==> config.mk <==
export PLATFORM = sky130hd
export DESIGN_NAME = tile_blitter
export DESIGN_NICKNAME = d
export VERILOG_FILES = /design/src/rtl/tile_pkg.sv /design/src/rtl/tile_rom_fetch.sv /design/src/rtl/tile_blitter.sv
export SDC_FILE = /design/constraint.sdc
export NUM_CORES = 1
export LEC_CHECK = 0
export CORE_UTILIZATION = 24
export DETAILED_ROUTE_END_ITERATION = 8
export PLACE_DENSITY = 0.46
export SYNTH_ARGS = -nofsm -noshare
export SYNTH_HDL_FRONTEND = slang
export SYNTH_SLANG_ARGS = --single-unit
==> constraint.sdc <==
create_clock -name i_clk -period 6.42 [get_ports i_clk]
set_clock_uncertainty 0.2 [all_clocks]
set_input_delay 1.605 -clock i_clk [delete_from_list [all_inputs] [get_ports i_clk]]
set_output_delay 1.605 -clock i_clk [all_outputs]
set_load 0.01 [all_outputs]
==> src/rtl/tile_pkg.sv <==
// ---------------------------------------------------------------------------
// tile_pkg
// Shared definitions for the tile blitter: bytes per pixel, the packed
// {R,G,B} pixel type, the blitter FSM state type and the helper that turns
// a source (row, column) into a byte offset inside the tile.
// ---------------------------------------------------------------------------
package tile_pkg;

   localparam int BYTES_PER_PIXEL = 3;

   typedef logic [23:0] rgb_t;

   typedef enum logic [2:0] {
      ST_IDLE  = 3'd0,
      ST_FETCH = 3'd1,
      ST_WAIT  = 3'd2,
      ST_EMIT  = 3'd3,
      ST_DONE  = 3'd4
   } blit_state_t;

   // Byte offset of the R byte of source pixel (sr, sc) in a row-major tile.
   function automatic int pixel_offset(input int sr, input int sc, input int tile_w);
      return BYTES_PER_PIXEL * (sr * tile_w + sc);
   endfunction

endpackage

==> src/rtl/tile_rom_fetch.sv <==
// ---------------------------------------------------------------------------
// tile_rom_fetch
// Issues the three byte addresses of one pixel on consecutive cycles and
// captures the returning R, G, B bytes ROM_LATENCY cycles later.
// Ports:
//   i_clk, i_reset   clock, synchronous active-high reset
//   i_go             one-cycle request; i_addr is the R byte address
//   o_rom_addr       registered ROM read address
//   i_rom_data       ROM read data
//   o_rgb            {R,G,B}; B comes straight from i_rom_data
//   o_rgb_valid      high in the cycle the B byte is on i_rom_data
// ---------------------------------------------------------------------------
module tile_rom_fetch
   import tile_pkg::*;
#(
   parameter int ADDR_W      = 12,
   parameter int ROM_LATENCY = 2
) (
   input  logic              i_clk,
   input  logic              i_reset,
   input  logic              i_go,
   input  logic [ADDR_W-1:0] i_addr,
   output logic [ADDR_W-1:0] o_rom_addr,
   input  logic [7:0]        i_rom_data,
   output rgb_t              o_rgb,
   output logic              o_rgb_valid
);

   logic [ADDR_W-1:0]      r_rom_addr;
   logic                   r_issue;
   logic [1:0]             r_k;
   logic [ROM_LATENCY-1:0] r_sr_vld;
   logic [1:0]             r_sr_k [ROM_LATENCY];
   logic [7:0]             r_red;
   logic [7:0]             r_grn;

   // Address sequencing, byte-tag delay line and R/G capture.
   always_ff @(posedge i_clk) begin
      if (i_reset) begin
         r_rom_addr <= {ADDR_W{1'b0}};
         r_issue    <= 1'b0;
         r_k        <= 2'd0;
         r_sr_vld   <= {ROM_LATENCY{1'b0}};
         r_red      <= 8'd0;
         r_grn      <= 8'd0;
         for (int i = 0; i < ROM_LATENCY; i++) begin
            r_sr_k[i] <= 2'd0;
         end
      end else begin
         if (i_go) begin
            r_rom_addr <= i_addr;
            r_issue    <= 1'b1;
            r_k        <= 2'd0;
         end else if (r_issue) begin
            if (r_k == 2'd2) begin
               r_issue <= 1'b0;
            end else begin
               r_rom_addr <= r_rom_addr + ADDR_W'(1);
               r_k        <= r_k + 2'd1;
            end
         end
         // Each presented address is tagged with its byte index; the tag
         // reaches the last stage exactly when its data is on i_rom_data.
         r_sr_vld[0] <= r_issue;
         r_sr_k[0]   <= r_k;
         for (int i = 1; i < ROM_LATENCY; i++) begin
            r_sr_vld[i] <= r_sr_vld[i-1];
            r_sr_k[i]   <= r_sr_k[i-1];
         end
         if (r_sr_vld[ROM_LATENCY-1]) begin
            case (r_sr_k[ROM_LATENCY-1])
               2'd0:    r_red <= i_rom_data;
               2'd1:    r_grn <= i_rom_data;
               default: ;
            endcase
         end
      end
   end

   assign o_rom_addr  = r_rom_addr;
   assign o_rgb       = {r_red, r_grn, i_rom_data};
   assign o_rgb_valid = r_sr_vld[ROM_LATENCY-1] & (r_sr_k[ROM_LATENCY-1] == 2'd2);

endmodule

==> src/rtl/tile_blitter.sv <==
// ---------------------------------------------------------------------------
// tile_blitter
// Streams one TILE_W x TILE_H tile from byte-wide ROM (3 bytes per pixel,
// row-major) to a valid/ready pixel port, with optional mirroring and
// colour-key transparency.
// Ports:
//   i_clk, i_reset                  clock, synchronous active-high reset
//   i_start                         begin a tile (taken only in IDLE)
//   i_tile_base, i_x_pos, i_y_pos   ROM base and screen origin, latched on start
//   i_flip_x, i_flip_y, i_key_rgb   mirroring and transparency colour, latched
//   o_busy, o_done                  tile in progress / one-cycle completion pulse
//   o_rom_addr, i_rom_data          ROM read port
//   o_pix_valid, i_pix_ready        pixel handshake
//   o_pix_x, o_pix_y, o_pix_rgb     pixel payload
// ---------------------------------------------------------------------------
module tile_blitter
   import tile_pkg::*;
#(
   parameter int TILE_W      = 8,
   parameter int TILE_H      = 8,
   parameter int ADDR_W      = 12,
   parameter int COORD_W     = 8,
   parameter int ROM_LATENCY = 2,
   parameter int KEY_EN      = 1
) (
   input  logic               i_clk,
   input  logic               i_reset,
   input  logic               i_start,
   input  logic [ADDR_W-1:0]  i_tile_base,
   input  logic [COORD_W-1:0] i_x_pos,
   input  logic [COORD_W-1:0] i_y_pos,
   input  logic               i_flip_x,
   input  logic               i_flip_y,
   input  logic [23:0]        i_key_rgb,
   output logic               o_busy,
   output logic               o_done,
   output logic [ADDR_W-1:0]  o_rom_addr,
   input  logic [7:0]         i_rom_data,
   output logic               o_pix_valid,
   input  logic               i_pix_ready,
   output logic [COORD_W-1:0] o_pix_x,
   output logic [COORD_W-1:0] o_pix_y,
   output logic [23:0]        o_pix_rgb
);

   localparam int CW = $clog2(TILE_W + 1);
   localparam int RW = $clog2(TILE_H + 1);
   localparam logic [CW-1:0] LAST_C = CW'(TILE_W - 1);
   localparam logic [RW-1:0] LAST_R = RW'(TILE_H - 1);

   blit_state_t        r_state;
   logic [1:0]         r_fcnt;
   logic [CW-1:0]      r_c;
   logic [RW-1:0]      r_r;
   logic [ADDR_W-1:0]  r_base;
   logic [COORD_W-1:0] r_x_pos;
   logic [COORD_W-1:0] r_y_pos;
   logic               r_flip_x;
   logic               r_flip_y;
   rgb_t               r_key;

   logic [CW-1:0]      w_nxt_c;
   logic [RW-1:0]      w_nxt_r;
   logic [CW-1:0]      w_ld_c;
   logic [RW-1:0]      w_ld_r;
   logic [ADDR_W-1:0]  w_ld_base;
   logic               w_ld_fx;
   logic               w_ld_fy;
   int                 w_src_c;
   int                 w_src_r;
   logic [ADDR_W-1:0]  w_addr;
   logic               w_last;
   logic               w_accept;
   logic               w_advance;
   logic               w_key_hit;
   logic               w_go;
   rgb_t               w_rgb;
   logic               w_rgb_valid;

   tile_rom_fetch #(
      .ADDR_W      (ADDR_W),
      .ROM_LATENCY (ROM_LATENCY)
   ) u_fetch (
      .i_clk       (i_clk),
      .i_reset     (i_reset),
      .i_go        (w_go),
      .i_addr      (w_addr),
      .o_rom_addr  (o_rom_addr),
      .i_rom_data  (i_rom_data),
      .o_rgb       (w_rgb),
      .o_rgb_valid (w_rgb_valid)
   );

   // Next-pixel selection and its ROM address; a new fetch is launched on the
   // same edge that accepts start or retires the current pixel, so fetching
   // restarts without an idle cycle.
   always_comb begin
      w_last    = (r_c == LAST_C) && (r_r == LAST_R);
      w_nxt_c   = (r_c == LAST_C) ? {CW{1'b0}} : r_c + CW'(1);
      w_nxt_r   = (r_c == LAST_C) ? r_r + RW'(1) : r_r;
      w_key_hit = (KEY_EN != 0) && (w_rgb == r_key);
      w_accept  = (r_state == ST_IDLE) && i_start;
      w_advance = ((r_state == ST_EMIT) && i_pix_ready) ||
                  ((r_state == ST_WAIT) && w_rgb_valid && w_key_hit);
      if (w_accept) begin
         w_ld_c    = {CW{1'b0}};
         w_ld_r    = {RW{1'b0}};
         w_ld_base = i_tile_base;
         w_ld_fx   = i_flip_x;
         w_ld_fy   = i_flip_y;
      end else begin
         w_ld_c    = w_nxt_c;
         w_ld_r    = w_nxt_r;
         w_ld_base = r_base;
         w_ld_fx   = r_flip_x;
         w_ld_fy   = r_flip_y;
      end
      if (w_ld_fx) begin
         w_src_c = TILE_W - 1 - int'(w_ld_c);
      end else begin
         w_src_c = int'(w_ld_c);
      end
      if (w_ld_fy) begin
         w_src_r = TILE_H - 1 - int'(w_ld_r);
      end else begin
         w_src_r = int'(w_ld_r);
      end
      w_addr = w_ld_base + ADDR_W'(pixel_offset(w_src_r, w_src_c, TILE_W));
      w_go   = w_accept || (w_advance && !w_last);
   end

   // Blitter FSM with registered status and pixel outputs.
   always_ff @(posedge i_clk) begin
      if (i_reset) begin
         r_state     <= ST_IDLE;
         r_fcnt      <= 2'd0;
         r_c         <= {CW{1'b0}};
         r_r         <= {RW{1'b0}};
         r_base      <= {ADDR_W{1'b0}};
         r_x_pos     <= {COORD_W{1'b0}};
         r_y_pos     <= {COORD_W{1'b0}};
         r_flip_x    <= 1'b0;
         r_flip_y    <= 1'b0;
         r_key       <= 24'd0;
         o_busy      <= 1'b0;
         o_done      <= 1'b0;
         o_pix_valid <= 1'b0;
         o_pix_x     <= {COORD_W{1'b0}};
         o_pix_y     <= {COORD_W{1'b0}};
         o_pix_rgb   <= 24'd0;
      end else begin
         case (r_state)
            ST_IDLE: begin
               o_done <= 1'b0;
               if (i_start) begin
                  r_base   <= i_tile_base;
                  r_x_pos  <= i_x_pos;
                  r_y_pos  <= i_y_pos;
                  r_flip_x <= i_flip_x;
                  r_flip_y <= i_flip_y;
                  r_key    <= i_key_rgb;
                  r_c      <= {CW{1'b0}};
                  r_r      <= {RW{1'b0}};
                  r_fcnt   <= 2'd0;
                  o_busy   <= 1'b1;
                  r_state  <= ST_FETCH;
               end
            end
            ST_FETCH: begin
               if (r_fcnt == 2'd2) begin
                  r_fcnt  <= 2'd0;
                  r_state <= ST_WAIT;
               end else begin
                  r_fcnt <= r_fcnt + 2'd1;
               end
            end
            ST_WAIT: begin
               if (w_rgb_valid) begin
                  if (w_key_hit) begin
                     // Transparent pixel: retire it without a handshake.
                     if (w_last) begin
                        o_done  <= 1'b1;
                        o_busy  <= 1'b0;
                        r_state <= ST_DONE;
                     end else begin
                        r_c     <= w_nxt_c;
                        r_r     <= w_nxt_r;
                        r_state <= ST_FETCH;
                     end
                  end else begin
                     o_pix_valid <= 1'b1;
                     o_pix_x     <= r_x_pos + COORD_W'(r_c);
                     o_pix_y     <= r_y_pos + COORD_W'(r_r);
                     o_pix_rgb   <= w_rgb;
                     r_state     <= ST_EMIT;
                  end
               end
            end
            ST_EMIT: begin
               if (i_pix_ready) begin
                  o_pix_valid <= 1'b0;
                  if (w_last) begin
                     o_done  <= 1'b1;
                     o_busy  <= 1'b0;
                     r_state <= ST_DONE;
                  end else begin
                     r_c     <= w_nxt_c;
                     r_r     <= w_nxt_r;
                     r_state <= ST_FETCH;
                  end
               end
            end
            ST_DONE: begin
               o_done  <= 1'b0;
               r_state <= ST_IDLE;
            end
            default: begin
               r_state <= ST_IDLE;
            end
         endcase
      end
   end

endmodule

# Yosys cells after proc, flatten, opt, wreduce, memory -nomap -nowiden
# Memories as Yosys holds them, arrays and structs flattened.
# Cells that the tools add are included.
[classes]
eq_ne = 18
bitwise_logic = 5
order_cmp = 0
n_reduce_logical = 29
shift = 0
div_mod_pow = 0
muxes = 56
n_addsub = 11
mul = 1
[ops]
columns = ["cell", "n"]
rows = [
  ["$mux W4", 13],
  ["$mux W12", 4],
  ["$add A32 B32 Y32", 1],
  ["$mul A3 B32 Y12 const A", 1],
  ["$mux W32", 1],
  ["$mux W29", 1],
  ["$eq A24 B24 Y1", 1],
  ["$pmux W4 S3", 2],
  ["$mux W1", 20],
  ["$mux W3", 6],
  ["$add A8 B4 Y8", 2],
  ["$add A12 B1 Y12 const B", 1],
  ["$add A12 B12 Y12", 1],
  ["$ne A2 B2 Y1 const B", 6],
  ["$pmux W3 S4", 1],
  ["$reduce_and A2 Y1", 6],
  ["$reduce_and A4 Y1", 3],
  ["$sub A3 B4 Y5 const A", 2],
  ["$add A4 B1 Y4 const B", 2],
  ["$eq A4 B3 Y1 const B", 2],
  ["$mux W2", 4],
  ["$eq A2 B2 Y1 const B", 3],
  ["$eq A3 B2 Y1 const B", 2],
  ["$logic_and A1 B1 Y1", 6],
  ["20 further kinds", 29],
]
[totals]
latch_bits = 0
regBits = 143
in_bits = 66
mem_bits_rw = 4
word_cells = 143
n_memories = 1
output_inout_bits = 55
romBits = 0
[mem_list]
columns = ["name", "depth", "width", "read_ports", "rd_clocked_by_memory_dff", "wr", "line_no", "source"]
rows = [
  ["u_fetch.r_sr_k", 2, 2, 2, 0, 2, "tile_rom_fetch.sv:33", "logic [1:0] r_sr_k [ROM_LATENCY];"],
]

# Depth between registers and ports, before layout
# Gate-level depths: netlist of the first run.
# An unclocked memory read counts as a cell.
[logic_depth]
word_depth = 10
depth_mapped = 26
ltp_nobuf = 24

# Modules after synthesis
# A second synthesis of the first run with hierarchy kept.
[unflattened]
cells_unflattened = 895
hier_area_um2 = 7731.2
[by_module_without_submodules]
columns = ["mod", "seq_area_each_um2", "area_each_um2", "instances", "cells_each"]
rows = [
  ["tile_blitter", 2202.1, 6138.4, 1, 728],
  ["tile_rom_fetch", 740.7, 1592.8, 1, 167],
]

# Least setup slack after synthesis of the first run
# Ideal clock, no wire load.
[synth_timing]
path_type = "input to register"
start = "in i_start"
end = "reg u_fetch.r_rom_addr[11] (netlist: u_fetch.o_rom_addr[11])"
n_path_buf = 2
path_slack_ns = 0.013
t_arrival_ns = 6.128
path_stages = 22
t_required_ns = 6.141
setup_time_ns = 0.079
path_cell_list = "nor4b_4 -> clkbuf_1 -> clkbuf_1 -> o21ai_0 -> ha_1 -> ha_1 -> o2111ai_1 -> nand2_1 -> a21oi_1 -> fa_1 -> inv_1 -> ha_1 -> inv_1 -> fa_1 -> inv_1 -> ha_1 -> nor3_1 -> o2111ai_1 -> a41oi_1 -> xnor2_1 -> or3_1 -> o221ai_2"
[synth_between]
elab_chain_cells = 8
word_cells_on_any_way = 18
classes_between = "4 x add/sub; 1 x mul; 1 x eq/ne; 8 x mux; 4 x reduce/logical"
[synth_rtl]
columns = ["item", "line_no", "source"]
rows = [
  ["start: declaration", "tile_blitter.sv:28", "input logic i_start,"],
  ["$logic_and A1 B1 Y1 *", "tile_blitter.sv:102", "w_accept = (r_state == ST_IDLE) && i_start;"],
  ["$mux W4", "tile_blitter.sv:105", "if (w_accept) begin"],
  ["$sub A3 B4 Y5 (on tied branches)", "tile_blitter.sv:119, tile_blitter.sv:124", ""],
  ["$mux W32 / $mux W29 (equally long branches)", "tile_blitter.sv:118, tile_blitter.sv:123", ""],
  ["$add A32 B32 Y32", "tile_pkg.sv:23", "return BYTES_PER_PIXEL * (sr * tile_w + sc);"],
  ["$mul A3 B32 Y12", "tile_pkg.sv:23", ""],
  ["$add A12 B12 Y12", "tile_blitter.sv:128", "w_addr = w_ld_base + ADDR_W'(pixel_offset(w_src_r, w_src_c, TILE_W));"],
  ["$mux W12", "tile_rom_fetch.sv:50", "if (i_go) begin"],
  ["end signal: assignment", "tile_rom_fetch.sv:40", "r_rom_addr <= {ADDR_W{1'b0}};"],
  ["end signal: assignment", "tile_rom_fetch.sv:51", "r_rom_addr <= i_addr;"],
  ["end signal: assignment", "tile_rom_fetch.sv:58", "r_rom_addr <= r_rom_addr + ADDR_W'(1);"],
  ["end: declaration", "tile_rom_fetch.sv:29", "logic [ADDR_W-1:0] r_rom_addr;"],
]
# Mark *: on every way between the ends. The rest lies on a longest branch, timed or not.
# A chain may end at the register's enable or synchronous reset.

# Worst setup path after layout of the first run
# Same ends and word-level chain as after synthesis.

==> flow_metrics.py, run 1 <==
metrics = {
    "cells_and_area": {
        "fin_nets": 1103,
        "layout-drive-gt1-share": 0.0762,
        "antenna_cells": 0,
        "area_growth_pct": 30.4,
        "fillCellCount": 3274,
    },
    "clocking": {
        "cts_inserted_buffers": 17,
        "cts-resized-gates": 0,
        "post-cts-setup-buffer-count": 0,
        "cts_hold_buffers": 0,
        "cts-root-buf": "clkbuf_16",
        "cts_max_level": 4,
        "cts_sinks": 147,
        "clk_pin_slew_ps": 70,
        "clockBufferDepth": 2,
        "clk_latency_ps": 440,
        "cts_tree": "built",
    },
    "sta": {
        "period_share": 0.941,
        "worst_slew_pin_slew_ps": 903,
        "fin_ws_ps": 376,
        "slew_headroom": 0.398,
        "fmax_mhz": 165,
        "maxSlewViolCount": 0,
        "period_needed_ps": 6040,
        "setup_violations": 0,
        "hold_viol_final": 0,
        "rsz0062_at_grt": "no",
    },
    "critical_path": {
        "crit_path_start_kind": "primary input",
        "crit_type": "in -> reg",
        "cp.arrival_ps": 6200,
        "crit_fanout": 5,
        "critPathCaptureType": "flop",
        "cp.required_ps": 6580,
    },
    "pwr": {
        "combPwrFrac": 0.308,
        "ir_drop_mv": 0.194,
        "clkPwrFrac": 0.335,
        "p_int_uw": 1950,
        "switchingPower_uw": 1110,
        "p_total_uw": 3060,
        "powerDensity_nw_per_um2": 308,
        "switching_share": 0.362,
        "seqPwrFrac": 0.357,
        "leakagePower_uw": 0.00387,
    },
    "floorplan": {
        "core_sq_um": 30900,
        "initial_utilization": 0.246,
        "die_w_microns": 180,
        "die_height_microns": 180,
        "num_rows": 64,
        "die-area_sq_um": 32400,
        "num_io_pins": 121,
    },
    "grt": {
        "grt-ovfl-total": 0,
        "grt_max_degree": 77,
        "track_usage": 0.132,
        "antenna_found_initial": 0,
        "grt_pass1_wl_microns": 33500,
        "grt_pass1_vias": 5881,
    },
    "yosys": {
        "yosys-top-cells-area": "dfxtp_1, mux2i_1, ha_1, nand2_1, xnor2_1",
        "synth_cell_type_count": 58,
        "synth_top_area_cell": "dfxtp_1",
        "async_flop_share": 0,
        "ys_ff_latch": 147,
        "synthCells": 868,
        "yosysMostFrequentCell": "dfxtp_1",
        "ys_seq_area_frac": 0.387,
        "synth_top_area_share": 0.387,
        "synth_warnings": 0,
        "synth_edf_count": 0,
        "synth_top_flop_cell": "dfxtp_1",
        "syn_nets": 986,
        "synthTopCellsByCount": "dfxtp_1, nand2_1, nor2_1, a21oi_1, mux2i_1",
        "syn_area_sq_um": 7610,
        "syn_avg_cell_area_sq_um": 8.77,
    },
    "detailed_routing": {
        "ant_nets": 0,
        "wl_per_cell_microns": 14.8,
        "drc_errors": 0,
        "first_iter_violations": 277,
        "vias": 6115,
        "firstDrtPassIters": 4,
        "wirelength_microns": 20700,
        "vias_per_cell": 4.39,
    },
    "place": {
        "io_buffer_count": 120,
        "dp_hpwl_microns": 15000,
        "place_congestion": 0.761,
        "dp_worst_setup_slack_ps": -202,
    },
    "flow_run": {
        "cap_violations": 0,
    },
    "status": {
        "status": "completed",
    },
    "min_path": {
        "min_path_type": "reg -> reg",
    },
}
flip-flops by register name, indices dropped and copies added (netlist names), 2 cells and up:
name / cells
r_state: 3
u_fetch.r_sr_vld: 2
u_fetch.r_k: 2
r_key: 24
r_r: 4
u_fetch.r_grn: 8
r_c: 4
r_fcnt: 2
o_pix_rgb: 24
o_pix_x: 8
o_pix_y: 8
r_y_pos: 8
r_x_pos: 8
r_base: 12
u_fetch.r_sr_k: 4
u_fetch.o_rom_addr: 12
u_fetch.r_red: 8
kinds of logic after synthesis:
group	Yosys count	synth area share
XOR/XNOR	73	0.0850
AND/OR/NAND/NOR	293	0.170
flip-flops	147	0.387
adder cells (fa/ha/maj)	52	0.0983
multiplexers	66	0.0891
AO/OA/AOI/OAI	141	0.119
buffers and inverters	96	0.0515
final cells by class:
| type | count | area (sq um) | share of cell area |
|---|---|---|---|
| Multi-Input combinational cell | 625 | 4310 | 0.434 |
| Timing Repair Buffer | 145 | 1390 | 0.140 |
| Clock inverter | 15 | 183 | 0.0184 |
| Inverter | 49 | 184 | 0.0185 |
| Tap cell | 396 | 495 | 0.0499 |
| Clock buffer | 17 | 425 | 0.0429 |
| Sequential cell | 147 | 2940 | 0.296 |
power by group through the flow:
stage,logic [uW],registers [uW],clock network (uW)
global placement,945,1120,0
CTS,953,1090,1060
global route,1070,1110,1100
floorplan,639,1100,0
finish,942,1090,1020
detailed placement,946,1120,0
through the flow:
step	utilization	hold WS [ps]	std cells	setup TNS (ps)	instance area, sq um
global placement	0.301	222	1362	-68.0	9300
finish	0.321	240	1394	0	9930
detailed placement	0.301	227	1362	-202	9300
global route	0.321	260	1394	0	9930
CTS	0.320	250	1394	0	9900
floorplan	-	214	868	0	7610
worst paths after layout:
kind / slack, ps / depth (start not counted) / endpoint / from
worst max-delay path: 380 / 22 / u_fetch.o_rom_addr[11] / i_start
worst min-delay path: 240 / 1 / u_fetch.r_sr_vld[1] / u_fetch.r_sr_vld[0]
worst max register to register: 760 / 23 / u_fetch.o_rom_addr[11] / r_c[0]
worst min register to register: 240 / 1 / u_fetch.r_sr_vld[1] / u_fetch.r_sr_vld[0]
metal layers:
layer	vias to the layer above	GRT usage	wire [microns]
met2	108	0.191	8730
met1	2826	0.194	11100
met5	-	0	0
li1	3172	-	-
met3	9	0.0311	686
met4	0	0.0328	148
worst max-delay path, stage by stage:
cell and delay, ps:
clkdlybuf4s50_1 510, nor4b_4 260, buf_4 180, o21ai_0 100, ha_1 220, ha_1 210
o2111ai_1 190, nand2_1 110, a21oi_2 160, fa_1 410, inv_1 90, ha_1 120
inv_1 50, fa_1 530, inv_1 40, ha_1 220, nor3_2 200, o2111ai_2 160
a41oi_2 230, xnor2_1 110, or3_1 330, o221ai_2 150
placed cells by master (no fill, tap or decap), types with 5 or more instances in the layout:
cell             netlist  final
a31oi_1                6      6
nor2b_1               10     10
a21oi_1               63     62
xor2_1                22     22
inv_8                  0      6
ha_1                  39     39
nand3_1                9      9
and3_1                 5      5
nand4_1               10     10
inv_1                 49     49
clkdlybuf4s50_1        0    119
nand3b_1               5      5
nand2b_1               5      5
nor2_1               106    106
fa_1                  13     13
mux2i_1               63     63
nor3_1                 7      6
buf_4                  4     26
clkbuf_16              0     17
o21ai_0               17     16
o21a_1                 6      6
a211oi_1              23     23
nand2_1              119    119
xnor2_1               50     50
dfxtp_1              147    147
No activity file was read; power rests on OpenSTA's default activity.
==> run 2, diff against run 1 <==
--- a/config.mk
+++ b/config.mk
@@ -5,6 +5,7 @@
 export SDC_FILE = /design/constraint.sdc
 export NUM_CORES = 1
 export LEC_CHECK = 0
+export CORE_ASPECT_RATIO = 1.75
 export CORE_UTILIZATION = 24
 export DETAILED_ROUTE_END_ITERATION = 8
 export PLACE_DENSITY = 0.46
==> run 2 against run 1 <==
Compared with the run above: sequential power about the same; utilization up 0.26 points; flip-flop and latch count unchanged; first-iteration DRC count down 32%; combinational power down 0.7%; via count up 1.0%; highest routed layer unchanged.
==> flow_metrics.py, run 2 (same netlist as run 1, synthesis figures left out) <==
metrics = {
    "clocking": {
        "cts_hold_buffers": 0,
        "clockBufferDepth": 2,
        "cts_inserted_buffers": 17,
        "cts_max_level": 4,
        "clk_latency_ps": 440,
        "cts-root-buf": "clkbuf_16",
        "post-cts-setup-buffer-count": 0,
        "cts_sinks": 147,
        "cts-resized-gates": 0,
        "clk_pin_slew_ps": 60,
        "cts_tree": "built",
    },
    "place": {
        "io_buffer_count": 120,
        "placed_area_sq_um": 9300,
        "dp_worst_setup_slack_ps": -144,
        "place_congestion": 0.819,
        "dp_hpwl_microns": 16300,
    },
    "floorplan": {
        "die_height_microns": 238,
        "core_sq_um": 30900,
        "num_rows": 85,
        "die-area_sq_um": 32500,
        "num_io_pins": 121,
        "initial_utilization": 0.246,
        "die_w_microns": 137,
    },
    "grt": {
        "track_usage": 0.141,
        "grt-ovfl-total": 0,
        "grt_max_degree": 74,
        "grt_pass1_wl_microns": 34100,
        "antenna_found_initial": 0,
        "grt_pass1_vias": 6359,
    },
    "pwr": {
        "switchingPower_uw": 1030,
        "ir_drop_mv": 0.180,
        "switching_share": 0.319,
        "p_total_uw": 3240,
        "leakagePower_uw": 0.00392,
        "clkPwrFrac": 0.375,
        "combPwrFrac": 0.288,
        "seqPwrFrac": 0.337,
        "powerDensity_nw_per_um2": 324,
        "p_int_uw": 2210,
    },
    "detailed_routing": {
        "wl_per_cell_microns": 15.7,
        "ant_nets": 0,
        "drc_errors": 0,
        "wirelength_microns": 21800,
        "vias": 6177,
        "firstDrtPassIters": 4,
        "vias_per_cell": 4.45,
        "first_iter_violations": 187,
    },
    "critical_path": {
        "critPathCaptureType": "flop",
        "crit_type": "in -> reg",
        "cpMostUsedCell": "ha_1",
        "crit_path_max_incr_delay_ps": 530,
        "r2r_end": "u_fetch.o_rom_addr[11]",
        "rrSetupSlack_ps": 720,
        "cp.required_ps": 6580,
        "crit_path_start_kind": "primary input",
        "critical_path.top_delay_family": "adder cells",
        "crit_chain": "clkdlybuf4s50_1 -> nor4b_4 -> buf_4 -> o21ai_0 -> ha_1 -> ha_1 -> o2111ai_1 -> nand2_1 -> a21oi_1 -> fa_1 -> inv_1 -> ha_1 -> inv_1 -> fa_1 -> inv_1 -> ha_1 -> nor3_1 -> o2111ai_1 -> a41oi_1 -> xnor2_1 -> or3_1 -> o221ai_2",
        "crit_buf_inv": 5,
        "crit_fanout": 3,
        "r2r_cells": 23,
        "r2r_start": "r_c[0]",
        "slowest_stage": "fa_1",
        "cp.arrival_ps": 6210,
    },
    "sta": {
        "period_needed_ps": 6050,
        "worst_slew_pin_slew_ps": 828,
        "rsz0062_at_grt": "no",
        "hold_viol_final": 0,
        "setup_violations": 0,
        "slew_headroom": 0.448,
        "period_share": 0.942,
        "maxSlewViolCount": 0,
        "fin_ws_ps": 372,
        "tns_ps": 0,
        "fmax_mhz": 165,
    },
    "min_path": {
        "holdCritStartpoint": "u_fetch.r_sr_k[0][1]",
        "min_path_type": "reg -> reg",
        "hold_path_end": "u_fetch.r_sr_k[0][3]",
        "holdPathStages": 1,
    },
    "cells_and_area": {
        "final_common_cell": "dfxtp_1",
        "reg_top3": "o_pix_rgb: 24 flops, r_key: 24 flops",
        "fin_nets": 1103,
        "area_growth_pct": 31.7,
        "antenna_cells": 0,
        "final_area_sq_um": 10000,
        "layout-drive-gt1-share": 0.0721,
        "layout_common_cells": "dfxtp_1, nand2_1, clkdlybuf4s50_1",
    },
    "status": {
        "status": "completed",
    },
    "flow_run": {
        "cap_violations": 0,
    },
}
run 2: metrics by stage:
step | utilization | std cells | hold slack [ps]
after floorplan | - | 868 | 214
after global placement | 0.300 | 1357 | 230
after detailed placement | 0.300 | 1357 | 230
after CTS | 0.324 | 1389 | 240
after global routing | 0.324 | 1389 | 249
final | 0.324 | 1389 | 236
run 2: layout make-up:
type | count | area, sq um
Clock buffer | 19 | 453
Clock inverter | 13 | 265
Fill cell | 3284 | 20900
Inverter | 49 | 184
Multi-Input combinational cell | 625 | 4290
Sequential cell | 147 | 2940
Tap cell | 391 | 489
Timing Repair Buffer | 145 | 1400
run 2: worst max-delay path by stage:
stage	start	end	slack [ps]	cells past startpoint
2_1_floorplan	i_start	u_fetch.o_rom_addr[11]	10	22
3_3_place_gp	i_start	u_fetch.o_rom_addr[11]	-60	22
3_5_place_dp	i_start	u_fetch.o_rom_addr[11]	-140	22
4_1_cts	i_start	u_fetch.o_rom_addr[11]	310	22
5_1_grt	i_start	u_fetch.o_rom_addr[11]	30	22
6_report	i_start	u_fetch.o_rom_addr[11]	370	22
run 2: power groups by stage:
stage / Clock, uW / Sequential (uW) / Combinational (uW)
final: 1220 / 1090 / 935
after global routing: 1280 / 1110 / 1060
after floorplan: 0 / 1100 / 639
after detailed placement: 0 / 1110 / 943
after global placement: 0 / 1110 / 948
after CTS: 1250 / 1090 / 954
run 2: layer usage:
metal / track usage / vias to the layer above / part of all wire
li1: - / 3156 / -
met1: 0.140 / 2884 / 0.38
met2: 0.277 / 110 / 0.56
met3: 0.0254 / 27 / 0.033
met4: 0.0566 / 0 / 0.020
met5: 0 / - / 0
==> run 3, diff against run 2 <==
--- a/config.mk
+++ b/config.mk
@@ -5,10 +5,11 @@
 export SDC_FILE = /design/constraint.sdc
 export NUM_CORES = 1
 export LEC_CHECK = 0
+export ABC_CLOCK_PERIOD_IN_PS = 6420
 export CORE_ASPECT_RATIO = 1.75
-export CORE_UTILIZATION = 24
+export CORE_UTILIZATION = 31
 export DETAILED_ROUTE_END_ITERATION = 8
-export PLACE_DENSITY = 0.46
+export PLACE_DENSITY = 0.55
 export SYNTH_ARGS = -nofsm -noshare
 export SYNTH_HDL_FRONTEND = slang
 export SYNTH_SLANG_ARGS = --single-unit
==> run 3 against run 2 <==
Compared with the run above: flip-flop and latch count unchanged; combinational power down 0.4%; count of clock-buffer cells in the layout up 1; highest routed layer unchanged; utilization up 8.2 points; critical endpoint unchanged; total power down 9.0%; critical path type unchanged; clock power down 24%.
==> flow_metrics.py, run 3 (same netlist as run 1, synthesis figures left out) <==
metrics = {
    "status": {
        "status": "completed",
    },
    "sta": {
        "period_needed_ps": 6120,
        "fmax_mhz": 163,
        "slew_headroom": 0.242,
        "hold_viol_final": 0,
        "setup_violations": 0,
        "maxSlewViolCount": 0,
        "rsz0062_at_grt": "no",
        "period_share": 0.954,
        "worst_slew_pin_slew_ps": 1130,
    },
    "clocking": {
        "clockBufferDepth": 2,
        "cts_inserted_buffers": 17,
        "cts_tree": "built",
        "clk_latency_ps": 430,
        "cts_sinks": 147,
        "cts-root-buf": "clkbuf_16",
        "cts_hold_buffers": 0,
        "cts_max_level": 4,
        "clk_pin_slew_ps": 60,
    },
    "grt": {
        "grt_pass1_vias": 6179,
        "grt_pass1_wl_microns": 32600,
        "antenna_found_initial": 2,
        "grt.met2_usage": 0.328,
        "use_met3": 0.0293,
        "grt-ovfl-total": 0,
        "grtUsageMet1": 0.176,
        "track_usage": 0.170,
        "grt_max_degree": 86,
        "grt_busiest_layer": "met2",
    },
    "place": {
        "dp.cells": 1273,
        "place_congestion": 0.799,
        "io_buffer_count": 120,
        "dp_hpwl_microns": 15100,
        "placed_area_sq_um": 9170,
    },
    "pwr": {
        "powerDensity_nw_per_um2": 303,
        "switching_share": 0.343,
        "ir_drop_mv": 0.169,
        "p_int_uw": 1940,
        "leakagePower_uw": 0.00382,
        "combPwrFrac": 0.315,
        "switchingPower_uw": 1010,
        "p_total_uw": 2950,
        "clkPwrFrac": 0.315,
        "seqPwrFrac": 0.370,
    },
    "floorplan": {
        "num_rows": 75,
        "num_io_pins": 121,
        "die_w_microns": 120,
        "initial_utilization": 0.317,
        "die_height_microns": 209,
        "core_sq_um": 24000,
        "die-area_sq_um": 25200,
    },
    "cells_and_area": {
        "layout_common_cells": "dfxtp_1, nand2_1, clkdlybuf4s50_1",
        "reg_top3": "o_pix_rgb: 24 flops, r_key: 24 flops",
        "layout-drive-gt1-share": 0.0712,
        "final_area_sq_um": 9740,
        "area_growth_pct": 28.1,
        "final_cell_count_no_fill": 1307,
        "fin_nets": 1104,
        "fillCellCount": 2488,
        "final_common_cell": "dfxtp_1",
    },
    "critical_path": {
        "r2r_start": "r_c[0]",
        "r2r_cells": 23,
        "crit_path_start_kind": "primary input",
        "critPathCaptureType": "flop",
        "cp.arrival_ps": 6280,
        "crit_fanout": 6,
        "rrSetupSlack_ps": 700,
        "r2r_end": "u_fetch.o_rom_addr[11]",
        "cp.required_ps": 6570,
        "crit_type": "in -> reg",
    },
    "min_path": {
        "min_path_type": "reg -> reg",
        "hold_path_end": "u_fetch.r_sr_k[0][3]",
        "holdCritStartpoint": "u_fetch.r_sr_k[0][1]",
        "holdPathStages": 1,
    },
    "detailed_routing": {
        "vias": 6283,
        "firstDrtPassIters": 5,
        "first_iter_violations": 343,
        "wl_per_cell_microns": 15.8,
        "vias_per_cell": 4.81,
        "wirelength_microns": 20600,
        "ant_nets": 0,
        "drc_errors": 0,
    },
    "flow_run": {
        "cap_violations": 0,
    },
}
[run 3: layout make-up]
cell class              instances  area [sq um]  area share
clock inverters                10          77.6     0.00796
flip-flops and latches        147          2940       0.302
inverters                      49           184      0.0189
diodes                          2          5.00    0.000514
multi-input cells             625          4290       0.440
repair buffers                146          1390       0.143
clock buffers                  20           467      0.0479
well taps                     308           385      0.0395
[run 3: power by group through the flow]
| stage | Clock (uW) | Combinational, uW | Sequential [uW] |
|---|---|---|---|
| after CTS | 959 | 942 | 1090 |
| after global placement | 0 | 932 | 1110 |
| final | 930 | 931 | 1090 |
| after global routing | 996 | 1050 | 1100 |
| after floorplan | 0 | 639 | 1100 |
| after detailed placement | 0 | 932 | 1110 |
[run 3: metal layers]
| layer | wire length (microns) | vias up |
|---|---|---|
| li1 | - | 3165 |
| met3 | 579 | 29 |
| met2 | 11500 | 113 |
| met1 | 8090 | 2976 |
| met5 | 0 | - |
| met4 | 441 | 0 |
[run 3: worst max path at each step]
| stage | slack [ps] | startpoint | to | depth (start not counted) |
|---|---|---|---|---|
| floorplan | 10 | i_start | u_fetch.o_rom_addr[11] | 22 |
| global placement | -90 | i_start | u_fetch.o_rom_addr[11] | 22 |
| detailed placement | -160 | i_start | u_fetch.o_rom_addr[11] | 22 |
| CTS | 270 | i_start | u_fetch.o_rom_addr[11] | 22 |
| global route | 60 | i_start | u_fetch.o_rom_addr[11] | 20 |
| finish | 300 | i_start | u_fetch.o_rom_addr[11] | 22 |
[run 3: critical path, cell delays in order]
cell and delay, ps:
clkdlybuf4s50_1 490, buf_4 120, nand3b_1 190, a21boi_0 270
xnor2_1 150, ha_1 210, o2111ai_1 130, nand2_1 120
a21oi_1 80, fa_1 490, inv_1 60, ha_1 260
inv_1 50, fa_1 530, inv_1 40, ha_1 220
nor3_1 170, o2111ai_1 200, a41oi_2 260, xnor2_1 110
or3_1 330, o221ai_2 160
[run 3: timing repair]
action	in CTS	in global routing
buffers inserted	0	2
hold endpoints to repair	0	0
gates resized for setup	0	1
endpoints found under the setup margin	0	2
[run 3: per-stage QoR]
| step | hold WS (ps) | setup TNS [ps] | utilization | setup WS [ps] |
|---|---|---|---|---|
| 6_report | 252 | 0 | 0.406 | 297 |
| 5_1_grt | 269 | 0 | 0.406 | 56.2 |
| 4_1_cts | 252 | 0 | 0.404 | 266 |
| 3_5_place_dp | 242 | -177 | 0.382 | -162 |
| 3_3_place_gp | 236 | -87.6 | 0.382 | -87.6 |
| 2_1_floorplan | 214 | 0 | - | 12.9 |
